**src/rtl/baopoco_adc_pwr_pkg.sv**
```systemverilog
//------------------------------------------------------------------------------
// Module  : baopoco_adc_pwr_pkg
// Brief   : Shared types and constants for the ADC power scheduler.
// Revision: 1.0 - initial release
//------------------------------------------------------------------------------
`default_nettype none

package baopoco_adc_pwr_pkg;

  // Scheduler states, explicitly 3 bits wide
  typedef enum logic [2:0] {
    IDLE  = 3'd0,
    ARM   = 3'd1,
    ACC   = 3'd2,
    DRAIN = 3'd3,
    DUMP  = 3'd4
  } pwr_state_e;

  localparam int DRAIN_CYC = 2;   // cycles to empty the square/accumulate pipe
  localparam int DRN_W     = 2;   // width of the drain counter
  localparam int ACC_W     = 33;  // accumulator width, top bit flags overflow
  localparam int DCNT_W    = 24;  // completed-window counter width
  localparam int LEN_W     = 32;  // window length width

  // A zero window length behaves as a single-sample window
  function automatic logic [LEN_W-1:0] norm_len(input logic [LEN_W-1:0] len);
    return (len == '0) ? LEN_W'(1) : len;
  endfunction

endpackage

`default_nettype wire

```
**src/rtl/baopoco_adc_sq_acc.sv**
```systemverilog
//------------------------------------------------------------------------------
// Module  : baopoco_adc_sq_acc
// Brief   : Channel mux, registered squarer and 33-bit accumulator pipe.
//           Sample accepted at t, square registered at t+1, summed at t+2.
// Revision: 1.0 - initial release
//------------------------------------------------------------------------------
`default_nettype none

module baopoco_adc_sq_acc
  import baopoco_adc_pwr_pkg::*;
#(
  parameter int NUM_CH = 4,
  parameter int ADC_W  = 8,
  parameter int CH_W   = 2
) (
  input  logic                    user_clk,
  input  logic                    user_rst,
  input  logic [NUM_CH*ADC_W-1:0] adc_data,
  input  logic [CH_W-1:0]         sel,
  input  logic                    valid,
  input  logic                    clr,
  output logic [ACC_W-1:0]        acc,
  output logic                    ovf
);

  // Square of the most negative sample needs 2*ADC_W-1 bits, no sign
  localparam int SQ_W = 2 * ADC_W - 1;

  logic [ADC_W-1:0]          ch_samp [NUM_CH];
  logic signed [ADC_W-1:0]   sample;
  logic signed [2*ADC_W-1:0] prod;

  logic [SQ_W-1:0]  sq_d, sq_q;
  logic             sq_vld_d, sq_vld_q;
  logic [ACC_W-1:0] acc_d, acc_q;
  logic             ovf_d, ovf_q;

  // Unpack the flat sample bus into per-channel words
  for (genvar k = 0; k < NUM_CH; k++) begin : g_unpack
    assign ch_samp[k] = adc_data[k*ADC_W +: ADC_W];
  end

  // Square the selected sample; accumulate last cycle's square; clr drops
  // anything in flight so an aborted window cannot leak into the next one
  always_comb begin
    sample   = signed'(ch_samp[sel]);
    prod     = sample * sample;
    sq_d     = prod[SQ_W-1:0];
    sq_vld_d = valid & ~clr;
    acc_d    = acc_q;
    ovf_d    = ovf_q;
    if (clr) begin
      acc_d = '0;
      ovf_d = 1'b0;
    end else if (sq_vld_q) begin
      acc_d = acc_q + {{(ACC_W-SQ_W){1'b0}}, sq_q};
      ovf_d = ovf_q | acc_d[ACC_W-1];
    end
  end

  // Pipe registers
  always_ff @(posedge user_clk or posedge user_rst) begin
    if (user_rst) begin
      sq_q     <= '0;
      sq_vld_q <= 1'b0;
      acc_q    <= '0;
      ovf_q    <= 1'b0;
    end else begin
      sq_q     <= sq_d;
      sq_vld_q <= sq_vld_d;
      acc_q    <= acc_d;
      ovf_q    <= ovf_d;
    end
  end

  assign acc = acc_q;
  assign ovf = ovf_q;

endmodule

`default_nettype wire

```
**src/rtl/baopoco_adc_pwr_sched.sv**
```systemverilog
//------------------------------------------------------------------------------
// Module  : baopoco_adc_pwr_sched
// Brief   : Round-robin ADC power (sum-of-squares) scheduler for software
//           readout. Optional macro BAOPOCO_ADC_PWR_SAT_EN saturates sum_sq
//           to all-ones on an overflowed window instead of wrapping.
// Revision: 1.0 - initial release
//------------------------------------------------------------------------------
`default_nettype none

module baopoco_adc_pwr_sched
  import baopoco_adc_pwr_pkg::*;
#(
  parameter  int NUM_CH = 4,
  parameter  int ADC_W  = 8,
  localparam int CH_W   = $clog2(NUM_CH)
) (
  input  logic                    user_clk,
  input  logic                    user_rst,
  input  logic [NUM_CH*ADC_W-1:0] adc_data,
  input  logic                    adc_valid,
  input  logic                    sync_in,
  input  logic                    ctrl_en,
  input  logic [LEN_W-1:0]        acc_len,
  output logic [31:0]             sum_sq,
  output logic [CH_W-1:0]         sum_ch,
  output logic [DCNT_W-1:0]       dump_cnt,
  output logic                    dump_stb,
  output logic                    busy,
  output logic                    ovf
);

  pwr_state_e state_d, state_q;
  logic [CH_W-1:0]   ch_d, ch_q;
  logic [LEN_W-1:0]  len_d, len_q;
  logic [LEN_W-1:0]  cnt_d, cnt_q;
  logic [LEN_W-1:0]  cnt_inc;
  logic [DRN_W-1:0]  drain_d, drain_q;
  logic [31:0]       sum_sq_d, sum_sq_q;
  logic [CH_W-1:0]   sum_ch_d, sum_ch_q;
  logic [DCNT_W-1:0] dump_cnt_d, dump_cnt_q;
  logic              dump_stb_d, dump_stb_q;
  logic              ovf_d, ovf_q;

  logic              pipe_vld;
  logic              pipe_clr;
  logic              restart;
  logic [ACC_W-1:0]  acc_val;
  logic              acc_ovf;
  logic              win_ovf;

  baopoco_adc_sq_acc #(
    .NUM_CH (NUM_CH),
    .ADC_W  (ADC_W),
    .CH_W   (CH_W)
  ) u_sq_acc (
    .user_clk (user_clk),
    .user_rst (user_rst),
    .adc_data (adc_data),
    .sel      (ch_q),
    .valid    (pipe_vld),
    .clr      (pipe_clr),
    .acc      (acc_val),
    .ovf      (acc_ovf)
  );

  // Sticky flag plus the live carry bit, so a carry on the final add counts
  assign win_ovf = acc_ovf | acc_val[ACC_W-1];
  assign cnt_inc = cnt_q + LEN_W'(1);

  // Next-state and datapath control; abort beats sync, sync beats samples
  always_comb begin
    state_d    = state_q;
    ch_d       = ch_q;
    len_d      = len_q;
    cnt_d      = cnt_q;
    drain_d    = drain_q;
    sum_sq_d   = sum_sq_q;
    sum_ch_d   = sum_ch_q;
    dump_cnt_d = dump_cnt_q;
    dump_stb_d = 1'b0;
    ovf_d      = ovf_q;
    pipe_vld   = 1'b0;
    pipe_clr   = 1'b0;
    restart    = 1'b0;

    case (state_q)
      IDLE: begin
        if (ctrl_en) state_d = ARM;
      end
      ARM: begin
        if (!ctrl_en)     state_d = IDLE;
        else if (sync_in) restart = 1'b1;
      end
      ACC: begin
        if (!ctrl_en) begin
          state_d = IDLE;
        end else if (sync_in) begin
          restart = 1'b1;
        end else if (adc_valid) begin
          pipe_vld = 1'b1;
          cnt_d    = cnt_inc;
          if (cnt_inc >= len_q) begin
            state_d = DRAIN;
            drain_d = '0;
          end
        end
      end
      DRAIN: begin
        if (!ctrl_en) begin
          state_d = IDLE;
        end else if (sync_in) begin
          restart = 1'b1;
        end else if (drain_q == DRN_W'(DRAIN_CYC - 1)) begin
          state_d = DUMP;
        end else begin
          drain_d = drain_q + DRN_W'(1);
        end
      end
      DUMP: begin
`ifdef BAOPOCO_ADC_PWR_SAT_EN
        sum_sq_d = win_ovf ? 32'hFFFF_FFFF : acc_val[31:0];
`else
        sum_sq_d = acc_val[31:0];
`endif
        sum_ch_d   = ch_q;
        ovf_d      = win_ovf;
        dump_stb_d = 1'b1;
        dump_cnt_d = dump_cnt_q + DCNT_W'(1);
        ch_d       = ch_q + CH_W'(1);
        len_d      = norm_len(acc_len);
        cnt_d      = '0;
        pipe_clr   = 1'b1;
        state_d    = ctrl_en ? ACC : IDLE;
      end
      default: state_d = IDLE;
    endcase

    // Fresh window aligned to sync: channel 0, new length, empty pipe
    if (restart) begin
      state_d  = ACC;
      ch_d     = '0;
      len_d    = norm_len(acc_len);
      cnt_d    = '0;
      pipe_clr = 1'b1;
    end
  end

  // State, counters and software-visible result registers
  always_ff @(posedge user_clk or posedge user_rst) begin
    if (user_rst) begin
      state_q    <= IDLE;
      ch_q       <= '0;
      len_q      <= LEN_W'(1);
      cnt_q      <= '0;
      drain_q    <= '0;
      sum_sq_q   <= '0;
      sum_ch_q   <= '0;
      dump_cnt_q <= '0;
      dump_stb_q <= 1'b0;
      ovf_q      <= 1'b0;
    end else begin
      state_q    <= state_d;
      ch_q       <= ch_d;
      len_q      <= len_d;
      cnt_q      <= cnt_d;
      drain_q    <= drain_d;
      sum_sq_q   <= sum_sq_d;
      sum_ch_q   <= sum_ch_d;
      dump_cnt_q <= dump_cnt_d;
      dump_stb_q <= dump_stb_d;
      ovf_q      <= ovf_d;
    end
  end

  assign sum_sq   = sum_sq_q;
  assign sum_ch   = sum_ch_q;
  assign dump_cnt = dump_cnt_q;
  assign dump_stb = dump_stb_q;
  assign ovf      = ovf_q;
  assign busy     = (state_q == ARM) || (state_q == ACC) || (state_q == DRAIN);

endmodule

`default_nettype wire

```
**config.mk**
```make
export PLATFORM = sky130hd
export DESIGN_NAME = baopoco_adc_pwr_sched
export DESIGN_NICKNAME = d
export VERILOG_FILES = /design/src/rtl/baopoco_adc_pwr_pkg.sv /design/src/rtl/baopoco_adc_sq_acc.sv /design/src/rtl/baopoco_adc_pwr_sched.sv
export SDC_FILE = /design/constraint.sdc
export NUM_CORES = 1
export LEC_CHECK = 0
export CAP_MARGIN = 20
export CORE_AREA = 2 2 304 156
export CTS_CLUSTER_SIZE = 24
export DETAILED_ROUTE_END_ITERATION = 16
export DIE_AREA = 0 0 306 158
export PLACE_DENSITY = 0.51
export SYNTH_ARGS = -nofsm -noshare
export SYNTH_HDL_FRONTEND = slang
export SYNTH_SLANG_ARGS = --single-unit
```
**constraint.sdc**
```tcl
create_clock -name user_clk -period 6.48 [get_ports user_clk]
set_clock_uncertainty 0.1 [all_clocks]
set_input_delay 1.944 -clock user_clk [delete_from_list [all_inputs] [get_ports user_clk]]
set_output_delay 1.944 -clock user_clk [all_outputs]
set_load 0.03 [all_outputs]
```
# Word-level counts from Yosys, hierarchy flattened
# Index checks and enable logic that the tools add are counted.
[op_classes] magnitude_cmp=2 mux=46 n_reduce_logical=12 n_addsub=5 bitwise_logic=5 n_eq_ne=22 n_mul=1
[ops] operator="2-to-1 mux 32 bit" count=7
[ops] operator="2-to-1 mux 33 bit" count=2
[ops] operator="case mux 32 bit (2 select lines)" count=1
[ops] operator="adder 33 x 15 -> 33 bit" count=1
[ops] operator="adder 32 x 1 -> 32 bit (second input constant)" count=1
[ops] operator="greater-or-equal comparator 32 bit" count=1
[ops] operator="zero test 32 bit" count=1
[ops] operator="2-to-1 mux 3 bit" count=10
[ops] operator="adder 24 x 1 -> 24 bit (second input constant)" count=1
[ops] operator="2-to-1 mux 2 bit" count=10
[ops] operator="!= test 4 bit (second input constant)" count=5
[ops] operator="binary-select mux 8 bit (select 2 bit)" count=1
[ops] operator="2-to-1 mux 8 bit" count=2
[ops] operator="multiplier 8 x 8 -> 15 bit" count=1
[ops] operator="!= test 3 bit (second input constant)" count=5
[ops] operator="case mux 3 bit (5 select lines)" count=1
[ops] operator="!= test 2 bit (second input constant)" count=7
[ops] operator="2-to-1 mux 1 bit" count=11
[ops] operator="AND reduction 8 bit" count=1
[ops] operator="AND reduction 7 bit" count=1
[ops] operator="== test 3 x 2 -> 1 bit (second input constant)" count=2
[ops] operator="nonzero test 2 bit" count=3
[ops] operator="adder 2 x 1 -> 2 bit (second input constant)" count=2
[ops] operator="case mux 2 bit (2 select lines)" count=1
[ops] operator="other kinds (13)" count=15
[totals] output_inout_bits=61 elab_cells=107 in_bits=69 ff_bits=181

# Depth between registers and ports, before layout
[depth] depth_word=8 ltp_mapped=20 ltp_nobuf=18

# Modules after synthesis
# From an unflattened synthesis, not the netlist that was laid out.
[unflattened] cells_unflattened=1130 hier_area_um2=11372.2
[modules_own_cells] mod="baopoco_adc_pwr_sched" seq_area_each_um2=3279.4 area_each_um2=6615.1 cells_each=649 n_inst=1
[modules_own_cells] mod="baopoco_adc_sq_acc" seq_area_each_um2=1226.2 area_each_um2=4757.1 cells_each=481 n_inst=1

# Worst setup path before layout
# Ideal clock, no wire load.
[synth_path] path_kind="input -> register" start="input adc_data[31]" end="register u_sq_acc.sq_q[13]" t_required_ns=6.300 path_buffers=0 path_slack_ns=-0.008 setup_time_ns=0.080 arrival_ns=6.308 stages=16 path_cell_list="mux4_2 -> inv_1 -> nor2_1 -> fa_1 -> fa_1 -> fa_1 -> inv_1 -> fa_1 -> inv_1 -> ha_1 -> nand2_1 -> o21ai_0 -> or4_1 -> a31o_2 -> a21oi_1 -> xnor2_1"
[synth_between] elab_chain_cells=4
[synth_lines] element="from (decl)" line_no="baopoco_adc_pwr_sched.sv:19" source="input logic [NUM_CH*ADC_W-1:0] adc_data,"
[synth_lines] element="binary-select mux 8 bit (select 2 bit)" line_no="baopoco_adc_sq_acc.sv:46" source="sample = signed'(ch_samp[sel]);"
[synth_lines] element="2-to-1 mux 8 bit (implied by the code) (2 in series)" line_no="baopoco_adc_sq_acc.sv:46"
[synth_lines] element="multiplier 8 x 8 -> 15 bit" line_no="baopoco_adc_sq_acc.sv:47" source="prod = sample * sample;"
[synth_lines] element="net u_sq_acc.prod[13]" line_no="baopoco_adc_sq_acc.sv:31" source="logic signed [2*ADC_W-1:0] prod;"
[synth_lines] element="to (signal assigned)" line_no="baopoco_adc_sq_acc.sv:69" source="sq_q <= sq_d;"
[synth_lines] element="to (decl)" line_no="baopoco_adc_sq_acc.sv:33" source="logic [SQ_W-1:0] sq_d, sq_q;"
# The timed path passes the listed nets, and every way through them passes these cells. The select of a mux whose other input is x is not followed.
# A chain may end at the register's enable or synchronous reset.

# Worst setup path in the final report
[layout_path] start="input adc_data[5]" end="register u_sq_acc.sq_q[13]"
# Same word-level chain as after synthesis.

==> flow_metrics.tcl <==
set metrics [dict create \
    cts_tree "done" \
    portBuffers 129 \
    hold_violations 0 \
    synthesis.nets 1402 \
    grt_max_degree 143 \
    ios 130 \
    multiInputGateArea_mm2 0.00636 \
    run_status "finished, final reports clean" \
    crit_type "primary input to flip-flop" \
    grt_use_total_pct 12.9 \
    holdWs_ns 0.355 \
    worstPathMaxFanout 5 \
    cts_buffer_depth 2 \
    fill_cells 4740 \
    fmax_mhz 156 \
    netlist_instances 1220 \
    overflow 0 \
    min_path_type "flip-flop to flip-flop" \
    arrival_ns 6.69 \
    ant_nets 0 \
    synth-edff-count 0 \
    clk_pin_slew_worst_paths_ns 0.07 \
    pre_cts_slack_ns -0.504 \
    synth_top_area_cell "dfrtp_1" \
    syn_avg_cell_area_um2 9.28 \
    num_rows 56 \
    post_dp_cell_area_mm2 0.0136 \
    die_y_um 158 \
    drive_above_1_share_pct 11.0 \
    grt_pass1_wl_um 49000 \
    setup_viol 0 \
    cp_top_family "adder cells" \
    syn-cell-area_mm2 0.0113 \
    ff_latch_area_mm2 0.00451 \
    ys_ff_latch 180 \
    final_util_pct 31.5 \
    max_stage_delay_ns 0.57 \
    maxCapViolations 0 \
    core_mm2 0.0459 \
    die_w_um 306 \
    ys_seq_area_share_pct 39.8 \
    final_area_mm2 0.0145 \
    fin_crit_ns 6.42 \
    place_hpwl_um 22800 \
    critPathCaptureType "flip-flop" \
    fin_crit_sh_pct 99.1 \
    path_buf_inv 5 \
    async_reset_ff_share_pct 100 \
    clkSinkCount 180 \
    power.density_mw_per_mm2 312 \
    slew-limit-headroom_pct 29.7 \
    n_antenna_cell 0 \
    cts_root_buffer "clkbuf_16" \
    totalPowerFinal_mw 4.50 \
    gp_congestion 0.822 \
    worst_slack_ns 0.0593 \
    antenna_found_initial 0 \
    slowest_stage "mux4_2" \
    vias_per_cell 4.46 \
    synth_top_area_share_pct 39.6 \
    fin_nets 1567 \
    cts_buffers 17 \
    area_growth_pct 27.7 \
    first_pass_iters 6 \
    path_common_cell "fa_1" \
    post-route-drc-count 0 \
    fin_tns_setup_ns 0 \
    htree_levels 4 \
    power.leakage_nw 6.57 \
    start_util_pct 24.7 \
    drt-initial-drc-count 405 \
    clock_latency_ns 0.45 \
    synth_ff_type "dfrtp_1" \
    grt_pass1_vias 8948 \
    crit_chain "clkdlybuf4s50_1 -> mux4_2 -> buf_6 -> buf_4 -> fa_1 -> fa_1 -> fa_1 -> inv_1 -> fa_1 -> inv_1 -> ha_1 -> or4_4 -> a31o_4 -> a21oi_2 -> xnor2_1" \
    place_inst 1968 \
    critPathRequiredTime_ns 6.75 \
    dieArea_mm2 0.0483 \
    routedWlPerCell_um 15.2 \
    cp-start-kind "primary input" \
    synthTopCellsByArea "dfrtp_1, ha_1, fa_1" \
    drt_wl_total_um 30400 \
    drv_slew 0 \
    yosysWarnings 0 \
    ir_drop_uv 249 \
    worst_slew_pin_slew_ns 1.05 \
    synth_cell_type_count 65 \
    final_cells 2007 \
    vias 8948 \
]
==> worst reg2reg max path, cell delays in order, from the launching register on <==
cell	delay, ns
dfrtp_1	0.80
mux4_2	0.71
buf_6	0.17
buf_4	0.13
fa_1	0.50
fa_1	0.52
fa_1	0.55
inv_1	0.06
fa_1	0.52
inv_1	0.04
ha_1	0.25
or4_4	0.51
a31o_4	0.24
a21oi_2	0.14
xnor2_1	0.13
==> path summary, 6_finish.rpt <==
kind / startpoint / to / slack [ns] / cells past startpoint
max in group asynchronous: user_rst / dump_cnt[16] / 3.34 / 4
min in group asynchronous: user_rst / dump_cnt[5] / 1.91 / 3
setup / recovery: adc_data[5] / u_sq_acc.sq_q[13] / 0.06 / 15
hold reg to reg: len_q[0] / len_q[0] / 0.35 / 2
setup reg to reg: ch_q[0] / u_sq_acc.sq_q[13] / 1.02 / 14
hold / removal: len_q[0] / len_q[0] / 0.35 / 2
==> cell type report <==
cell class	instances	share of cell area, %
Sequential cell	180	31.2
Clock buffer	18	2.97
Clock inverter	14	1.15
Inverter	120	3.14
Timing Repair Buffer	190	12.3
Tap cell	609	5.27
Multi-Input combinational cell	876	44.0
==> flip-flops by register name, indices dropped and copies added, names as in the netlist <==
signal             cells
u_sq_acc.acc          33
len_q                 32
dump_stb               1
u_sq_acc.ovf           1
state_q                3
ovf                    1
dump_cnt              24
sum_ch                 2
cnt_q                 32
drain_q                2
ch_q                   2
sum_sq                32
u_sq_acc.sq_q         14
u_sq_acc.sq_vld_q      1
==> cells in the final DEF (no fill, tap or decap), drive strengths merged, types with 6 or more instances in the layout <==
cell type and instances:
nand3 36, a211oi 8, inv 126, mux2i 9, buf 61, a31oi 11
nand2 212, and4 9, o31ai 8, a21oi 44, a21o 6, dfrtp 179
xnor2 67, nor2b 7, clkdlybuf4s50 128, mux4 8, nand2b 6, nor2 79
and3 19, a22o 10, nor4 9, o21ai 85, xor2 31, fa 43
nor3 13, and2 24, clkbuf 18, nand4 25, ha 70
==> timing repair <==
action | CTS | global route
gates cloned | 0 | 0
endpoints found under the setup margin | 1 | 3
endpoints found under the hold margin | 0 | 0
hold buffers | 0 | 0
pin swaps | 0 | 28
setup buffers | 0 | 8
resized for setup | 2 | 41
==> report_power, final <==
part	total, mW	switching, mW	internal (mW)
combinational	2.04	1.06	0.982
sequential	1.39	0.0929	1.29
clock	1.08	0.497	0.581
total	4.50	1.65	2.86
==> cells by family after synthesis <==
kind of cell / share of synthesized area [%]
buf+inv: 5.66
simple gates: 18.4
fa+ha+maj: 15.3
compound gates: 10.9
flops: 39.8
xor+xnor: 7.58
mux: 2.39
==> cell usage after synthesis (6+ instances only) <==
cell type and number:
nor4_1 9, nor2b_1 7, fa_1 43, a211oi_1 6, a21oi_1 44, nand3_1 35, xnor2_1 67, and2_1 24
inv_1 118, nor3_1 10, mux2i_1 9, and3_1 18, and4_1 9, nand4_1 24, nand2_1 212, clkbuf_1 29
dfrtp_1 179, o21ai_0 83, mux4_2 8, nand2b_1 6, o31ai_1 8, xor2_1 31, nor2_1 79, a22o_1 10
ha_1 70, a31oi_1 11
==> routing by layer <==
layer	GRT usage [%]	up-vias	part of all wire, %
li1	-	4439	-
met1	19.9	4371	55
met2	18.4	119	41
met3	2.42	19	3.0
met4	2.77	0	0.96
met5	0	-	0
(Power assumes the default switching activity.)
